===== config.mk =====
export PLATFORM = sky130hd
export DESIGN_NAME = reg_write_bank
export DESIGN_NICKNAME = d
export VERILOG_FILES = /design/src/rtl/reg_write_bank.sv
export SDC_FILE = /design/constraint.sdc
export NUM_CORES = 2
export LEC_CHECK = 0
export ABC_AREA = 0
export ABC_CLOCK_PERIOD_IN_PS = 52800
export CAP_MARGIN = 20
export CORE_AREA = 2 2 445 447
export CTS_CLUSTER_SIZE = 25
export DETAILED_ROUTE_END_ITERATION = 8
export DIE_AREA = 0 0 447 449
export GPL_TIMING_DRIVEN = 0
export PLACE_DENSITY = 0.43
export SLEW_MARGIN = 20
export SYNTH_ARGS = -nofsm -noshare
export SYNTH_HDL_FRONTEND = slang
export SYNTH_SLANG_ARGS = --single-unit

===== constraint.sdc =====
create_clock -name clk -period 52.8 [get_ports clk]
set_input_delay 10.56 -clock clk [delete_from_list [all_inputs] [get_ports clk]]
set_output_delay 10.56 -clock clk [all_outputs]
set_load 0.03 [all_outputs]

===== src/rtl/reg_write_bank.sv =====
// rtl/reg_write_bank.sv - write side of the 32x32 register file
// One-hot write decode, flop storage per register, write acknowledge and sticky written mask.
module reg_write_bank #(
  parameter int DATA_W  = 32,
  parameter bit R0_ZERO = 1'b1
) (
  input  logic              clk,
  input  logic              rst,
  input  logic              we,
  input  logic [4:0]        ws,
  input  logic [DATA_W-1:0] wd,
  output logic [DATA_W-1:0] r0,
  output logic [DATA_W-1:0] r1,
  output logic [DATA_W-1:0] r2,
  output logic [DATA_W-1:0] r3,
  output logic [DATA_W-1:0] r4,
  output logic [DATA_W-1:0] r5,
  output logic [DATA_W-1:0] r6,
  output logic [DATA_W-1:0] r7,
  output logic [DATA_W-1:0] r8,
  output logic [DATA_W-1:0] r9,
  output logic [DATA_W-1:0] r10,
  output logic [DATA_W-1:0] r11,
  output logic [DATA_W-1:0] r12,
  output logic [DATA_W-1:0] r13,
  output logic [DATA_W-1:0] r14,
  output logic [DATA_W-1:0] r15,
  output logic [DATA_W-1:0] r16,
  output logic [DATA_W-1:0] r17,
  output logic [DATA_W-1:0] r18,
  output logic [DATA_W-1:0] r19,
  output logic [DATA_W-1:0] r20,
  output logic [DATA_W-1:0] r21,
  output logic [DATA_W-1:0] r22,
  output logic [DATA_W-1:0] r23,
  output logic [DATA_W-1:0] r24,
  output logic [DATA_W-1:0] r25,
  output logic [DATA_W-1:0] r26,
  output logic [DATA_W-1:0] r27,
  output logic [DATA_W-1:0] r28,
  output logic [DATA_W-1:0] r29,
  output logic [DATA_W-1:0] r30,
  output logic [DATA_W-1:0] r31,
  output logic [31:0]       wsel,
  output logic              wr_ack,
  output logic [31:0]       wr_mask
);

  logic [DATA_W-1:0] regs_q [32];
  logic [DATA_W-1:0] regs_d [32];
  logic [31:0]       wr_mask_q, wr_mask_d;
  logic              wr_ack_q, wr_ack_d;
  logic [31:0]       wen;

  // Compare-based decode: an unknown we or ws fails every if, so no enable fires.
  always_comb begin
    wsel = '0;
    if (we) begin
      for (int i = 0; i < 32; i++) begin
        if (ws == 5'(i)) wsel[i] = 1'b1;
      end
    end
  end

  assign wen = wsel & ~{31'b0, R0_ZERO};

  always_comb begin
    regs_d = regs_q;
    for (int i = 0; i < 32; i++) begin
      if (wen[i]) regs_d[i] = wd;
    end
    wr_ack_d  = |wen;
    wr_mask_d = wr_mask_q | wen;
  end

  always_ff @(posedge clk or posedge rst) begin
    if (rst) begin
      for (int i = 0; i < 32; i++) regs_q[i] <= '0;
      wr_ack_q  <= 1'b0;
      wr_mask_q <= '0;
    end else begin
      regs_q    <= regs_d;
      wr_ack_q  <= wr_ack_d;
      wr_mask_q <= wr_mask_d;
    end
  end

  assign wr_ack  = wr_ack_q;
  assign wr_mask = wr_mask_q;

  assign r0  = regs_q[0];
  assign r1  = regs_q[1];
  assign r2  = regs_q[2];
  assign r3  = regs_q[3];
  assign r4  = regs_q[4];
  assign r5  = regs_q[5];
  assign r6  = regs_q[6];
  assign r7  = regs_q[7];
  assign r8  = regs_q[8];
  assign r9  = regs_q[9];
  assign r10 = regs_q[10];
  assign r11 = regs_q[11];
  assign r12 = regs_q[12];
  assign r13 = regs_q[13];
  assign r14 = regs_q[14];
  assign r15 = regs_q[15];
  assign r16 = regs_q[16];
  assign r17 = regs_q[17];
  assign r18 = regs_q[18];
  assign r19 = regs_q[19];
  assign r20 = regs_q[20];
  assign r21 = regs_q[21];
  assign r22 = regs_q[22];
  assign r23 = regs_q[23];
  assign r24 = regs_q[24];
  assign r25 = regs_q[25];
  assign r26 = regs_q[26];
  assign r27 = regs_q[27];
  assign r28 = regs_q[28];
  assign r29 = regs_q[29];
  assign r30 = regs_q[30];
  assign r31 = regs_q[31];

endmodule


==> reports/results.tsv <==
metric	value	unit
outcome	finished clean	
power density over the cells	48.19	nW/µm²
post-synthesis cell type count	26	
post-cts resize count	0	
Hold WC Path Type	reg2reg	
area leader, netlist	dfrtp_1	
Total GRT Usage	0.1720	
Ys Warns	0	
first-pass GRT wire length	236.1	mm
Mapped Area	38650	µm²
# rows	163	
Mapped Cells	2348	
Final nets	3649	
drt drc	0	
EDFF count, synth	0	
vias in the first global route	25490	
antenna viol nets, final	0	
CTS tree	yes	
die height	449	µm
VDD IR-drop max	0.02914	mV
Post-synth ARST share	1.000	
initial antenna violation count	28	
CP Class	in2out	
starting density of the core	0.1970	
max-capacitance violation count	0	
final wirelength	175.9	mm
Clock Path Buffers	3	
Fin Hold WS	0.4648	ns
Post-CTS Setup Bufs	0	
die width	447	µm
Worst-Skew Late Latency	0.76	ns
Lkg Pwr	25.18	nW
Root Driver	clkbuf_16	
WHS Path Cells	1	
worst reg-to-reg path cell count	1	
Finish-stage setup viols	0	
Slew Viols, Final	0	
HPWL after DPL	133.2	mm
DR WL/cell	27.65	µm
Place WS	28.31	ns
crit path buf inv count	5	
CP Capture Type	output pin	
Area Overhead vs Synth	48.54	%
final hold viol count	0	
RSZ-0062 raised after global routing	false	
Worst Path Arrival	13.81	ns
vias per inst	3.904	
largest cells by area after synthesis	dfrtp_1, mux2_2, mux2_1	
Critical Path Fanout Max	11	
Slew headroom	0.2923	
Top FF cell, synth	dfrtp_1	
#FFs+latches synth	1024	
grt total ovfl	0	
largest net degree at the start of global routing	95	
Worst Path Required	42.24	ns
Pwr Total	0.002766	W
CTS buffer count	121	
Max Clk Rate	41.03	MHz
Sink Count	1024	
setup tns final	0	ns
post-route setup slack	28.43	ns
crit path launch type	primary input	
Max H-tree Level	3	
CP max stage delay	0.84	ns
cts hold-fix bufs	0	
1st-iter DRT viols	998	
Mean Syn Cell Area	16.46	µm²
Initial DRT Pass Iterations	4	
Reg clk slew, reported paths	0.06	ns
RePlAce Congestion	0.7687	
post-synth top area share	0.6631	
Die Footprint	200700	µm²
cell family with most CP delay	buffers and inverters	
core region area	196200	µm²
worst-path cell chain	clkdlybuf4s50_1 -> buf_4 -> nand2b_1 -> clkbuf_1 -> nor2_2 -> buf_2 -> clkdlybuf4s50_1	
slew at the pin closest to its max-slew limit	1.058	ns
# IOs	1129	
Crit-path slowest cell	nor2_2	
most frequent cell after synthesis	dfrtp_1	
layout cell share with drive strength beyond 1	0.3382	
DR vias	24830	
Final Critical Period	24.37	ns
final critical-path share of the clock period	0.4616	
CP most frequent cell	clkdlybuf4s50_1	
sequential share of the synthesized area	0.6631	
Max Clock Skew	0	ns
# port buffers	1091	
most instantiated cells after synthesis	dfrtp_1, mux2_2, mux2_1	
WP depth	7	
[layout by cell type (no fill, tap or decap), types with 16 or more instances in the layout]
cell | synthesis | routed
clkbuf_8 | 0 | 31
conb_1 | 1 | 33
or2_2 | 16 | 16
buf_2 | 97 | 100
clkdlybuf4s50_1 | 0 | 1088
clkbuf_16 | 0 | 123
buf_4 | 39 | 39
clkbuf_1 | 100 | 135
mux2_1 | 133 | 133
clkinv_2 | 0 | 19
nand2b_1 | 17 | 17
dfrtp_1 | 1024 | 1024
mux2_2 | 859 | 859
[report_power, final]
group | internal (W) | switching [W] | total (W)
sequential | 0.000938 | 0.0000767 | 0.00102
clock | 0.000492 | 0.000356 | 0.000848
combinational | 0.000367 | 0.000536 | 0.000904
[logic make-up after synthesis]
group / after synthesis / synth area share
other cells: 1 / 0.00009704
simple gates: 78 / 0.01609
compound gates: 1 / 0.0002914
flops: 1024 / 0.6631
mux: 992 / 0.2891
buf+inv: 252 / 0.03140
[layer usage]
| metal | up-vias | global-route usage | part of all wire |
|---|---|---|---|
| li1 | 10660 | - | - |
| met1 | 13200 | 0.1935 | 0.38 |
| met4 | 14 | 0.04709 | 0.027 |
| met3 | 195 | 0.04911 | 0.064 |
| met5 | - | 0 | 0.00050 |
| met2 | 767 | 0.3133 | 0.53 |
[worst paths after layout]
kind                             start          end  slack [ns]
max                              ws[3]     wsel[19]       28.43
max reg2reg                     r24[6]       r24[6]       51.87
min                        wr_mask[15]  wr_mask[15]        0.46
min in group asynchronous          rst      r12[17]       10.24
max in group asynchronous          rst        r3[7]       40.35
min reg2reg                wr_mask[15]  wr_mask[15]        0.46
[cell type report]
type / instances / area [µm²]
Multi-Input combinational cell: 1104 / 11940
Clock buffer: 194 / 3655
Antenna cell: 7 / 17.52
Timing Repair Buffer: 1106 / 11310
Buffer: 236 / 1160
Inverter: 16 / 67.56
Clock inverter: 34 / 330.3
Fill cell: 20110 / 138800
Tap cell: 2640 / 3303
Sequential cell: 1024 / 25620
[metrics by stage]
step / area [µm²] / instances / util
after floorplan: 38770 / 2380 / -
after global placement: 52990 / 6111 / 0.2701
after detailed placement: 53400 / 6126 / 0.2722
after CTS: 57390 / 6354 / 0.2925
after global routing: 57390 / 6355 / 0.2925
final: 57410 / 6361 / 0.2926
No activity file was read; power rests on OpenSTA's default activity.
